## src/rtl/cal_seq_pkg.sv

```systemverilog
// Shared constants and helpers for the series calculator: mode codes,
// FSM state encoding and the hex-to-7-segment glyph table.
package cal_seq_pkg;

    localparam logic [1:0] MODE_SUM  = 2'b00;
    localparam logic [1:0] MODE_SQR  = 2'b01;
    localparam logic [1:0] MODE_FACT = 2'b10;
    localparam logic [1:0] MODE_ODD  = 2'b11;

    typedef enum logic [1:0] {
        ST_IDLE = 2'b00,
        ST_RUN  = 2'b01,
        ST_DONE = 2'b10
    } state_t;

    // Active-low {g,f,e,d,c,b,a}; dp is added by the caller.
    function automatic logic [6:0] hex_to_seg(input logic [3:0] nib);
        logic [6:0] g;
        case (nib)
            4'h0:    g = 7'h40;
            4'h1:    g = 7'h79;
            4'h2:    g = 7'h24;
            4'h3:    g = 7'h30;
            4'h4:    g = 7'h19;
            4'h5:    g = 7'h12;
            4'h6:    g = 7'h02;
            4'h7:    g = 7'h78;
            4'h8:    g = 7'h00;
            4'h9:    g = 7'h10;
            4'hA:    g = 7'h08;
            4'hB:    g = 7'h03;
            4'hC:    g = 7'h46;
            4'hD:    g = 7'h21;
            4'hE:    g = 7'h06;
            default: g = 7'h0E;
        endcase
        return g;
    endfunction

endpackage

```

## src/rtl/seg_scan.sv

```systemverilog
// Free-running multiplexed hex display driver. One digit is enabled at a
// time; the glyph and the enable are registered together so they switch on the same edge.
module seg_scan #(
    parameter int N_DIGITS  = 2,
    parameter int N_DISPLAY = 2,
    parameter int WIDTH     = 8
) (
    input  logic                clk,
    input  logic                rst_n,
    input  logic [WIDTH-1:0]    value,
    input  logic                dp_n,
    output logic [7:0]          seg,
    output logic [N_DIGITS-1:0] an
);
    import cal_seq_pkg::*;

    localparam int CW = (N_DISPLAY > 1) ? $clog2(N_DISPLAY) : 1;
    localparam int DW = (N_DIGITS > 1) ? $clog2(N_DIGITS) : 1;

    logic [CW-1:0]              cnt_reg, cnt_next;
    logic [DW-1:0]              dig_reg, dig_next;
    logic [7:0]                 seg_reg, seg_next;
    logic [N_DIGITS-1:0]        an_reg, an_next;
    logic [N_DIGITS-1:0][3:0]   nib_vec;

    // Nibbles that extend past the value width read as zero.
    for (genvar gi = 0; gi < N_DIGITS; gi++) begin : g_nib
        for (genvar gb = 0; gb < 4; gb++) begin : g_bit
            if (4 * gi + gb < WIDTH) begin : g_in
                assign nib_vec[gi][gb] = value[4 * gi + gb];
            end else begin : g_pad
                assign nib_vec[gi][gb] = 1'b0;
            end
        end
        assign an_next[gi] = ~(dig_next == DW'(gi));
    end

    always_comb begin
        cnt_next = cnt_reg + CW'(1);
        dig_next = dig_reg;
        if (cnt_reg == CW'(N_DISPLAY - 1)) begin
            cnt_next = '0;
            dig_next = (dig_reg == DW'(N_DIGITS - 1)) ? '0 : dig_reg + DW'(1);
        end
        seg_next = {(dig_next == '0) ? dp_n : 1'b1, hex_to_seg(nib_vec[dig_next])};
    end

    always_ff @(posedge clk or negedge rst_n) begin
        if (!rst_n) begin
            cnt_reg <= '0;
            dig_reg <= '0;
            an_reg  <= ~N_DIGITS'(1);
            seg_reg <= {1'b1, hex_to_seg(4'h0)};
        end else begin
            cnt_reg <= cnt_next;
            dig_reg <= dig_next;
            an_reg  <= an_next;
            seg_reg <= seg_next;
        end
    end

    assign seg = seg_reg;
    assign an  = an_reg;

endmodule

```

## src/rtl/cal_seq.sv

```systemverilog
// Run-time selectable series calculator (sum k, sum k^2, n!, sum 2k-1) that
// accumulates one term every N_COMPUTE clocks and shows the result on a scanned hex display.
module cal_seq #(
    parameter int BITWIDTH  = 8,
    parameter int N_COMPUTE = 2,
    parameter int N_DISPLAY = 2,
    parameter int N_DIGITS  = 2
) (
    input  logic                clk,
    input  logic                rst_n,
    input  logic                start,
    input  logic                clear,
    input  logic [1:0]          mode,
    input  logic [BITWIDTH-1:0] n_terms,
    output logic [BITWIDTH-1:0] result,
    output logic                busy,
    output logic                done,
    output logic                overflow,
    output logic [7:0]          seg,
    output logic [N_DIGITS-1:0] an
);
    import cal_seq_pkg::*;

    localparam int TW = (N_COMPUTE > 1) ? $clog2(N_COMPUTE) : 1;
    localparam int W2 = 2 * BITWIDTH;

    state_t              state_reg, state_next;
    logic                start_q_reg;
    logic [1:0]          mode_reg, mode_next;
    logic [BITWIDTH-1:0] n_reg, n_next;
    logic [BITWIDTH-1:0] k_reg, k_next;
    logic [TW-1:0]       tick_reg, tick_next;
    logic [BITWIDTH-1:0] result_reg, result_next;
    logic                ovf_reg, ovf_next;

    logic                start_edge;
    logic [W2-1:0]       k_wide, term_wide, acc_wide, step_wide;
    logic                step_ovf;

    assign start_edge = start & ~start_q_reg;

    // Double-width step so any spill above the result width is visible.
    always_comb begin
        k_wide   = {{BITWIDTH{1'b0}}, k_reg};
        acc_wide = {{BITWIDTH{1'b0}}, result_reg};
        case (mode_reg)
            MODE_SQR: term_wide = k_wide * k_wide;
            MODE_ODD: term_wide = (k_wide << 1) - W2'(1);
            default:  term_wide = k_wide;
        endcase
        step_wide = (mode_reg == MODE_FACT) ? acc_wide * term_wide : acc_wide + term_wide;
        step_ovf  = (|term_wide[W2-1:BITWIDTH]) | (|step_wide[W2-1:BITWIDTH]);
    end

    always_comb begin
        state_next  = state_reg;
        mode_next   = mode_reg;
        n_next      = n_reg;
        k_next      = k_reg;
        tick_next   = tick_reg;
        result_next = result_reg;
        ovf_next    = ovf_reg;
        if (clear) begin
            state_next  = ST_IDLE;
            result_next = '0;
            ovf_next    = 1'b0;
        end else begin
            case (state_reg)
                ST_IDLE, ST_DONE: begin
                    if (start_edge) begin
                        mode_next   = mode;
                        n_next      = n_terms;
                        result_next = (mode == MODE_FACT) ? BITWIDTH'(1) : '0;
                        ovf_next    = 1'b0;
                        k_next      = BITWIDTH'(1);
                        tick_next   = '0;
                        state_next  = (n_terms == '0) ? ST_DONE : ST_RUN;
                    end
                end
                ST_RUN: begin
                    if (tick_reg == TW'(N_COMPUTE - 1)) begin
                        tick_next   = '0;
                        result_next = step_wide[BITWIDTH-1:0];
                        ovf_next    = ovf_reg | step_ovf;
                        k_next      = k_reg + BITWIDTH'(1);
                        if (k_reg == n_reg) begin
                            state_next = ST_DONE;
                        end
                    end else begin
                        tick_next = tick_reg + TW'(1);
                    end
                end
                default: state_next = ST_IDLE;
            endcase
        end
    end

    always_ff @(posedge clk or negedge rst_n) begin
        if (!rst_n) begin
            state_reg   <= ST_IDLE;
            start_q_reg <= 1'b0;
            mode_reg    <= '0;
            n_reg       <= '0;
            k_reg       <= '0;
            tick_reg    <= '0;
            result_reg  <= '0;
            ovf_reg     <= 1'b0;
        end else begin
            state_reg   <= state_next;
            start_q_reg <= start;
            mode_reg    <= mode_next;
            n_reg       <= n_next;
            k_reg       <= k_next;
            tick_reg    <= tick_next;
            result_reg  <= result_next;
            ovf_reg     <= ovf_next;
        end
    end

    assign result   = result_reg;
    assign overflow = ovf_reg;
    assign busy     = (state_reg == ST_RUN);
    assign done     = (state_reg == ST_DONE);

    seg_scan #(
        .N_DIGITS  (N_DIGITS),
        .N_DISPLAY (N_DISPLAY),
        .WIDTH     (BITWIDTH)
    ) u_scan (
        .clk   (clk),
        .rst_n (rst_n),
        .value (result_reg),
        .dp_n  (~ovf_reg),
        .seg   (seg),
        .an    (an)
    );

endmodule

```

## config.mk

```make
export PLATFORM = sky130hd
export DESIGN_NAME = cal_seq
export DESIGN_NICKNAME = d
export VERILOG_FILES = /design/src/rtl/cal_seq_pkg.sv /design/src/rtl/seg_scan.sv /design/src/rtl/cal_seq.sv
export SDC_FILE = /design/constraint.sdc
export NUM_CORES = 1
export LEC_CHECK = 0
export ABC_AREA = 1
export CORE_ASPECT_RATIO = 1.2
export CORE_MARGIN = 4
export CORE_UTILIZATION = 39
export CTS_CLUSTER_SIZE = 24
export DETAILED_ROUTE_END_ITERATION = 12
export PLACE_DENSITY = 0.65
export SYNTH_ARGS = -nofsm -noshare
export SYNTH_HDL_FRONTEND = slang
export SYNTH_HIERARCHICAL = 1
export SYNTH_SLANG_ARGS = --single-unit
```

## constraint.sdc

```tcl
create_clock -name clk -period 19.5 [get_ports clk]
set_input_delay 2.925 -clock clk [delete_from_list [all_inputs] [get_ports clk]]
set_output_delay 2.925 -clock clk [all_outputs]
set_load 0.01 [all_outputs]
```

==> results.yml, run 1 <==
die:
  die_area_um2: 21600
  row_count: 55
  die_width_um: 135
  core_um2: 18900
  start_util_pct: 39.9
  io_pins: 35
  fp.dieH_um: 160
synthesis:
  postSynthAreaPerCell_um2: 7.13
  synth_net_count: 1226
  post_synth_instance_area_um2: 7540
  postSynthRegisterBits: 42
  synth-warning-count: 13
  ys.flop_type: "dfrtp_1"
  post_synth_inst_count: 1058
  synth.yosys.seq_area_share_pct: 14.0
  asyncSetResetFlopFracSynth_pct: 100
  yosysTopAreaCellShare_pct: 22.3
  synth.lib_cells_used.distinct: 52
  synthDominantAreaCellType: "fa_1"
  synth-edff-count: 0
  leading_cell_types_by_total_area_after_synthesis: "fa_1, nand2_1, dfrtp_1"
setup_path:
  crit_path_start_kind: "register"
  top_cell_by_count_worst_path: "nand2_1"
  cp_slowest_stage_delay_ns: 0.75
  crit_path_start: "k_reg[3]"
  r2r.worst_path.cells: 39
  worstSetupEndpoint: "overflow"
  worst_r2r_startpoint: "k_reg[3]"
  worst_r2r_endpoint: "overflow"
  worst-setup-path-type: "reg2reg"
  worst_ep_arrival_time_ns: 8.77
  critPathMaxFanout: 16
  internal_reg_to_reg_setup_slack_ns: 10.90
  setup.worst_path.end_class: "register"
  cp.required_ns: 19.67
  cp_max_stage_cell: "dfrtp_1"
clock_tree:
  cts_tree: "yes"
  clock_sinks: 42
  cts_max_path_buffers: 2
  root_buffer: "clkbuf_16"
  cts.repair.resized: 0
  tritoncts.num_buffers: 5
  path_clk_slew_ns: 0.06
  cts.hold.buffers_added: 0
  cts-htree-levels: 2
  cts_post_setup_buffers_inserted: 0
  clk-insertion-delay-late_ns: 0.29
routing:
  wl_per_cell_um: 15.0
  drtIter0Drc: 520
  vias: 6657
  number_of_optimization_iterations_in_the_first_detailed_route_pass: 5
  drt_drc_violations_left: 0
  detail-route-antenna-nets: 0
  routed_vias_inst: 4.98
  totalWireLength_um: 20000
timing:
  hold_viol_final: 0
  fmax_mhz: 116
  final.setup.tns_ns: 0
  timing_worst_slew_pin_value_ns: 0.960
  fin_worst_skew_ns: 0.00891
  unrepaired_setup_endpoints_after_global_routing: "no"
  layout_worst_path_cycle_share_pct: 44.1
  timing.slew.headroom_pct: 36.0
  setup_viol: 0
  min_period_ns: 8.60
  finalMaxSlewViolations: 0
global_route:
  grt_pass1_wl_um: 33800
  track_usage_pct: 19.1
  global_route.overflow_total: 0
  grt_max_degree: 43
  initial_antenna_violation_count: 0
  first_global_vias: 6862
cells_and_area:
  drive_above_1_share_pct: 5.00
  antennaDiodeCount: 0
  finalCoreUtilization_pct: 43.7
  fin_nets: 1248
  area_growth_syn_to_layout_pct: 9.68
min_path:
  min-delay-path-class: "reg2reg"
power:
  static-leakage-power_nw: 4.23
  worst_ir_drop_vdd_mv: 0.0411
  power-per-cell-area_nw_per_um2: 47.5
placement:
  dpl.hpwl_um: 16500
  globalplace.congestion: 0.924
  port_buffers: 34
outcome:
  result_of_the_run: "completed"
flow_run:
  number_of_max_cap_violations: 0
==> layer usage <==
metal  vias up  track usage, %  part of all wire [%]
li1       3298               -                     -
met1      3146            25.2                    43
met2       179            32.8                    49
met3        34            1.97                   4.7
met4         0            6.05                   3.4
met5         -               0                     0
==> critical path, delay by kind of cell (launching register included) <==
family / cells / cell delay (ns)
fa+ha+maj: 10 / 4.24
simple gates: 15 / 1.56
compound gates: 6 / 1.00
flops: 1 / 0.75
xor+xnor: 3 / 0.51
buf+inv: 5 / 0.42
==> synth_stat cells (2+ instances only) <==
| master | instances |
|---|---|
| clkbuf_1 | 12 |
| xor2_1 | 15 |
| dfrtp_1 | 39 |
| nor3_1 | 14 |
| nor2_2 | 3 |
| a221oi_1 | 3 |
| o22ai_1 | 9 |
| a21oi_1 | 44 |
| nand3_4 | 3 |
| or2_2 | 7 |
| nor4_1 | 2 |
| nand3_1 | 55 |
| inv_2 | 8 |
| a21o_1 | 2 |
| fa_1 | 84 |
| xnor2_1 | 16 |
| o21ai_0 | 25 |
| dfstp_2 | 3 |
| o21bai_1 | 4 |
| a21oi_2 | 2 |
| o31ai_1 | 2 |
| buf_2 | 4 |
| ha_1 | 70 |
| nand2_2 | 6 |
| clkinv_1 | 4 |
| a31oi_1 | 3 |
| nand3b_1 | 4 |
| nand2_4 | 4 |
| buf_4 | 2 |
| nand2_1 | 276 |
| nand4_1 | 8 |
| a211oi_1 | 2 |
| inv_1 | 214 |
| nor2_1 | 86 |
| nand3_2 | 4 |
| o21ai_1 | 3 |
==> layout make-up <==
| class | count | area [um2] |
|---|---|---|
| multi-input combinational | 770 | 5540 |
| inverter | 227 | 857 |
| sequential | 42 | 1050 |
| timing repair buffer | 34 | 335 |
| fill | 1944 | 10600 |
| clock inverter | 2 | 37.5 |
| clock buffer | 6 | 129 |
| tap | 256 | 320 |
==> stage by stage <==
step / instance area (um2) / hold WS (ns) / std cells / total power, mW / setup slack [ns]
after floorplan: 7540 / 0.452 / 1058 / 0.240 / 11.90
after global placement: 8110 / 0.481 / 1329 / 0.295 / 10.93
after detailed placement: 8110 / 0.481 / 1329 / 0.297 / 10.92
after CTS: 8280 / 0.490 / 1337 / 0.392 / 10.88
after global routing: 8280 / 0.505 / 1337 / 0.421 / 10.27
final: 8280 / 0.487 / 1337 / 0.393 / 10.90
==> worst min-delay path by stage <==
stage | cells past startpoint | start | to | slack [ns]
floorplan | 1 | tick_reg | tick_reg | 0.45
global placement | 1 | tick_reg | tick_reg | 0.48
detailed placement | 1 | tick_reg | tick_reg | 0.48
CTS | 1 | tick_reg | tick_reg | 0.49
global route | 1 | tick_reg | tick_reg | 0.51
finish | 1 | tick_reg | tick_reg | 0.49
==> cell usage in the layout (no fill, tap or decap), drive strengths merged, types with 4 or more instances in the layout <==
cell | Yosys | layout
o22ai | 9 | 9
nor3 | 15 | 15
clkinv | 4 | 4
nand3 | 62 | 62
xnor2 | 16 | 16
o21bai | 4 | 4
nand2 | 286 | 286
nand4 | 8 | 8
dfrtp | 39 | 39
clkdlybuf4s50 | 0 | 33
o21ai | 30 | 30
or2 | 9 | 9
xor2 | 15 | 15
inv | 223 | 223
nand3b | 4 | 4
nor2 | 90 | 90
a21oi | 46 | 46
clkbuf | 12 | 6
ha | 70 | 70
fa | 84 | 84
==> kinds of logic (layout without fill, tap and decap cells) <==
family / Yosys count / in the layout / synth area share, %
AOI/OAI and AO/OA: 108 / 108 / 8.42
xor gates and xnor gates: 31 / 31 / 3.60
adders and majority gates: 154 / 154 / 33.9
buffers and inverters: 246 / 269 / 12.6
DFF: 42 / 42 / 14.0
and+or+nand+nor: 477 / 477 / 27.5
==> where the power goes <==
group	total, mW	internal [mW]	switching [mW]
logic	0.181	0.0627	0.118
clock network	0.0941	0.0604	0.0336
registers	0.117	0.0992	0.0183
(Power assumes the default switching activity.)
==> run 2: changes to the inputs <==
- PLACE_DENSITY: 0.65 -> 0.67
- clock period: 19.5 -> 7.1 ns (I/O delays scaled with it)
==> results.yml, run 2 (synthesis results as in run 1) <==
flow_run:
  number_of_max_cap_violations: 0
power:
  worst_ir_drop_vdd_mv: 0.115
  power_switching_share_pct: 43.7
  pwr-share-seq_pct: 26.3
  p_clk_share_pct: 19.9
  net-switching-power_mw: 0.513
  comb_power_share_pct: 53.8
  static-leakage-power_nw: 4.83
  power-per-cell-area_nw_per_um2: 123
  post-layout-total-power_mw: 1.17
  internal_power_mw: 0.659
clock_tree:
  cts_max_path_buffers: 2
  clk-insertion-delay-late_ns: 0.29
  cts-htree-levels: 2
  path_clk_slew_ns: 0.07
  root_buffer: "clkbuf_16"
  tritoncts.num_buffers: 5
  clock_sinks: 42
  cts_tree: "yes"
placement:
  dpl.hpwl_um: 17500
  place_area_um2: 9010
  placed_cells_incl_taps: 1423
  port_buffers: 34
  globalplace.congestion: 0.964
cells_and_area:
  final_common_cell: "nand2_1"
  area_growth_syn_to_layout_pct: 26.2
  finalInstanceArea_um2: 9520
  drive_above_1_share_pct: 21.3
  antennaDiodeCount: 0
  post_route_non_filler_standard_cell_count: 1448
  layout.cells.most_common_list: "nand2_1, inv_1, buf_4, fa_1, nor2_1"
  fin_nets: 1359
timing:
  fmax_mhz: 132
  unrepaired_setup_endpoints_after_global_routing: "yes"
  finalMaxSlewViolations: 0
  setup_viol: 1
  timing.slew.headroom_pct: 33.5
  min_period_ns: 7.56
  timing_worst_slew_pin_value_ns: 0.998
  hold_viol_final: 0
  worst_slack_ns: -0.465
  fin_worst_skew_ns: 0.00446
  layout_worst_path_cycle_share_pct: 107
outcome:
  violations: "negative setup slack"
  result_of_the_run: "complete, but fails checks"
global_route:
  initial_antenna_violation_count: 0
  grt_pass1_wl_um: 36100
  track_usage_pct: 20.3
  first_global_vias: 7425
  global_route.overflow_total: 0
  grt_max_degree: 43
routing:
  wl_per_cell_um: 14.8
  detail-route-antenna-nets: 0
  routed_vias_inst: 5.00
  drt_drc_violations_left: 0
  totalWireLength_um: 21400
  number_of_optimization_iterations_in_the_first_detailed_route_pass: 5
  drtIter0Drc: 552
  vias: 7246
die:
  fp.dieH_um: 160
  die_width_um: 135
  row_count: 55
  core_um2: 18900
  io_pins: 35
  die_area_um2: 21600
  start_util_pct: 39.9
setup_path:
  critical_path.top_delay_family: "adder cells"
  cp_slowest_stage_delay_ns: 0.57
  worst_r2r_startpoint: "k_reg[5]"
  setup.worst_path.end_class: "register"
  cp_max_stage_cell: "fa_1"
  worst_ep_arrival_time_ns: 7.79
  cp.required_ns: 7.32
  top_cell_by_count_worst_path: "fa_1"
  critPathMaxFanout: 6
  worst-path-buf-inv: 9
  r2r.worst_path.cells: 35
  crit_path_start_kind: "register"
  internal_reg_to_reg_setup_slack_ns: -0.46
  worst_r2r_endpoint: "overflow"
  worst-setup-path-type: "reg2reg"
min_path:
  timing.hold.worst_endpoint: "tick_reg"
  min-delay-path-class: "reg2reg"
  holdPathStages: 1
  min_from: "tick_reg"
## run 2: what timing repair did
action | CTS | global route
resized for setup | 15 | 44
setup endpoints to repair | 1 | 1
pin swaps | 17 | 40
cloned | 0 | 0
buffers inserted | 7 | 10
hold buffers | 0 | 0
## run 2: final cells by class
| type | count | area [um2] |
|---|---|---|
| fillers | 1842 | 9400 |
| multi-input cells | 770 | 5960 |
| repair buffers | 145 | 1170 |
| flip-flops and latches | 42 | 1060 |
| inverters | 227 | 860 |
| well taps | 256 | 320 |
| clock buffers | 5 | 125 |
| clock inverters | 3 | 23.8 |
## run 2: worst reg2reg max path: cells and delay by family, from the launching register on
| kind | cells | cell delay, ns |
|---|---|---|
| AO/OA/AOI/OAI | 3 | 0.54 |
| flip-flops | 1 | 0.49 |
| adder cells (fa/ha/maj) | 9 | 4.13 |
| XOR/XNOR | 3 | 0.48 |
| AND/OR/NAND/NOR | 11 | 1.06 |
| buffers and inverters | 9 | 0.82 |
## run 2: how the worst max path moves through the flow
stage | startpoint | end | slack [ns] | cells after the start
2_1_floorplan | k_reg[5] | overflow | 0.004 | 36
3_3_place_gp | k_reg[7] | overflow | -0.48 | 33
3_5_place_dp | k_reg[2] | overflow | -0.57 | 32
4_1_cts | k_reg[3] | overflow | -0.39 | 31
5_1_grt | k_reg[1] | overflow | -0.84 | 41
6_report | k_reg[5] | overflow | -0.46 | 35
## run 2: per-layer routing
layer / track usage (%) / up-vias / part of all wire [%] / routed length [um]
li1: - / 3516 / - / -
met1: 25.8 / 3465 / 41 / 8690
met2: 35.9 / 216 / 51 / 10900
met3: 2.16 / 49 / 5.1 / 1100
met4: 6.97 / 0 / 3.2 / 683
met5: 0 / - / 0 / 0
## run 2: power groups by stage
stage / combinational (mW) / clock [mW] / sequential, mW
final: 0.631 / 0.233 / 0.308
after detailed placement: 0.585 / 0 / 0.310
after floorplan: 0.369 / 0 / 0.302
after global routing: 0.693 / 0.247 / 0.314
after global placement: 0.581 / 0 / 0.309
after CTS: 0.599 / 0.237 / 0.307
## run 2: stage by stage
stage               setup WS, ns  TNS (ns)  hold WS, ns  utilization (%)
floorplan                0.00417         0        0.452                -
global placement          -0.483    -0.483        0.478             47.6
detailed placement        -0.568    -0.568        0.489             47.6
CTS                       -0.394    -0.394        0.501             49.1
global route              -0.839    -0.839        0.520             50.3
finish                    -0.465    -0.465        0.499             50.3
==> run 3: changes to the inputs <==
- PLACE_DENSITY: 0.67 -> unset
==> results.yml, run 3 (synthesis results as in run 1) <==
outcome:
  result_of_the_run: "complete, but fails checks"
  violations: "negative setup slack"
clock_tree:
  tritoncts.num_buffers: 5
  cts_tree: "yes"
  cts-htree-levels: 2
  root_buffer: "clkbuf_16"
  cts_max_path_buffers: 2
  cts.hold.buffers_added: 0
  clk-insertion-delay-late_ns: 0.29
  path_clk_slew_ns: 0.07
  clock_sinks: 42
min_path:
  holdPathStages: 2
  timing.hold.worst_endpoint: "n_reg[4]"
  min_from: "n_reg[4]"
  min-delay-path-class: "reg2reg"
setup_path:
  cp.required_ns: 7.32
  internal_reg_to_reg_setup_slack_ns: -0.42
  worst-setup-path-type: "reg2reg"
  worst_r2r_startpoint: "k_reg[5]"
  r2r.worst_path.cells: 37
  cp_slowest_stage_delay_ns: 0.55
  cp_max_stage_cell: "fa_1"
  worst_ep_arrival_time_ns: 7.74
  crit_path_start_kind: "register"
  worst_r2r_endpoint: "overflow"
  critPathMaxFanout: 6
  setup.worst_path.end_class: "register"
cells_and_area:
  antennaDiodeCount: 0
  area_growth_syn_to_layout_pct: 27.3
  finalCoreUtilization_pct: 50.8
  fin_nets: 1370
  num-fill-cells: 1865
  post_route_non_filler_standard_cell_count: 1459
  finalInstanceArea_um2: 9610
  final_common_cell: "nand2_1"
  drive_above_1_share_pct: 21.2
  layout.cells.most_common_list: "nand2_1, inv_1, buf_4, fa_1, nor2_1"
global_route:
  top_usage_layer: "met2"
  globalRouteMet2Util_pct: 36.4
  grt_pass1_wl_um: 36700
  grt_max_degree: 43
  first_global_vias: 7471
  grt_use_met3_pct: 1.35
  met1_usage_pct: 27.4
  track_usage_pct: 20.8
  global_route.overflow_total: 0
  initial_antenna_violation_count: 0
timing:
  fmax_mhz: 133
  min_period_ns: 7.52
  worst_slack_ns: -0.421
  layout_worst_path_cycle_share_pct: 106
  timing.slew.headroom_pct: 32.2
  setup_viol: 1
  fin_worst_skew_ns: 0.00885
  hold_viol_final: 0
  finalMaxSlewViolations: 0
  timing_worst_slew_pin_value_ns: 1.02
  unrepaired_setup_endpoints_after_global_routing: "yes"
placement:
  port_buffers: 34
  dpl.hpwl_um: 17400
  placed_cells_incl_taps: 1425
  globalplace.congestion: 0.881
  pre_cts_ws_ns: -0.511
  place_area_um2: 9040
die:
  start_util_pct: 39.9
  die_width_um: 135
  fp.dieH_um: 160
  core_um2: 18900
  row_count: 55
  io_pins: 35
  die_area_um2: 21600
power:
  power-per-cell-area_nw_per_um2: 125
  worst_ir_drop_vdd_mv: 0.100
  static-leakage-power_nw: 4.90
  post-layout-total-power_mw: 1.20
routing:
  routed_vias_inst: 4.89
  vias: 7135
  wl_per_cell_um: 14.8
  totalWireLength_um: 21600
  drt_drc_violations_left: 0
  number_of_optimization_iterations_in_the_first_detailed_route_pass: 6
  detail-route-antenna-nets: 0
  drtIter0Drc: 345
flow_run:
  number_of_max_cap_violations: 0
==> run 3: through the flow <==
stage               hold WS (ns)  setup TNS, ns
global route               0.527         -0.832
CTS                        0.506         -0.416
floorplan                  0.452              0
detailed placement         0.485         -0.511
finish                     0.497         -0.421
global placement           0.482         -0.472
==> run 3: metal layers <==
layer / share of wire, % / up-vias / wire length [um]
li1: - / 3543 / -
met2: 50 / 165 / 10900
met4: 3.5 / 0 / 760
met1: 43 / 3382 / 9210
met3: 3.5 / 45 / 758
met5: 0 / - / 0
==> run 3: final cells by class <==
| class | count | area, um2 | share of cell area, % |
|---|---|---|---|
| multi-input combinational | 771 | 5940 | 61.8 |
| timing repair buffer | 155 | 1260 | 13.2 |
| sequential | 42 | 1060 | 11.0 |
| inverter | 227 | 857 | 8.92 |
| tap | 256 | 320 | 3.33 |
| clock buffer | 6 | 129 | 1.34 |
| clock inverter | 2 | 37.5 | 0.391 |
==> run 3: critical path: cells and delay by family, from the launching register on <==
kind,cells,cell delay [ns]
flip-flops,1,0.44
XOR/XNOR,1,0.16
buffers and inverters,7,0.56
AO/OA/AOI/OAI,2,0.20
adder cells (fa/ha/maj),10,4.61
AND/OR/NAND/NOR,17,1.49
==> run 3: power breakdown <==
part | leakage (nW) | switching [mW] | internal (mW)
sequential | 0.537 | 0.0340 | 0.273
clock | 0.0771 | 0.100 | 0.166
combinational | 4.29 | 0.373 | 0.253
==> run 3: timing repair <==
item,in CTS,in global routing
cloned,0,1
resized for setup,29,22
pin swaps,31,29
setup buffers,19,6
endpoints found under the setup margin,1,1
==> run 3: how the worst max path moves through the flow <==
| stage | from | slack, ns | end |
|---|---|---|---|
| global route | k_reg[4] | -0.83 | overflow |
| finish | k_reg[5] | -0.42 | overflow |
| detailed placement | k_reg[6] | -0.51 | overflow |
| floorplan | k_reg[5] | 0.004 | overflow |
| CTS | k_reg[0] | -0.42 | overflow |
| global placement | k_reg[6] | -0.47 | overflow |
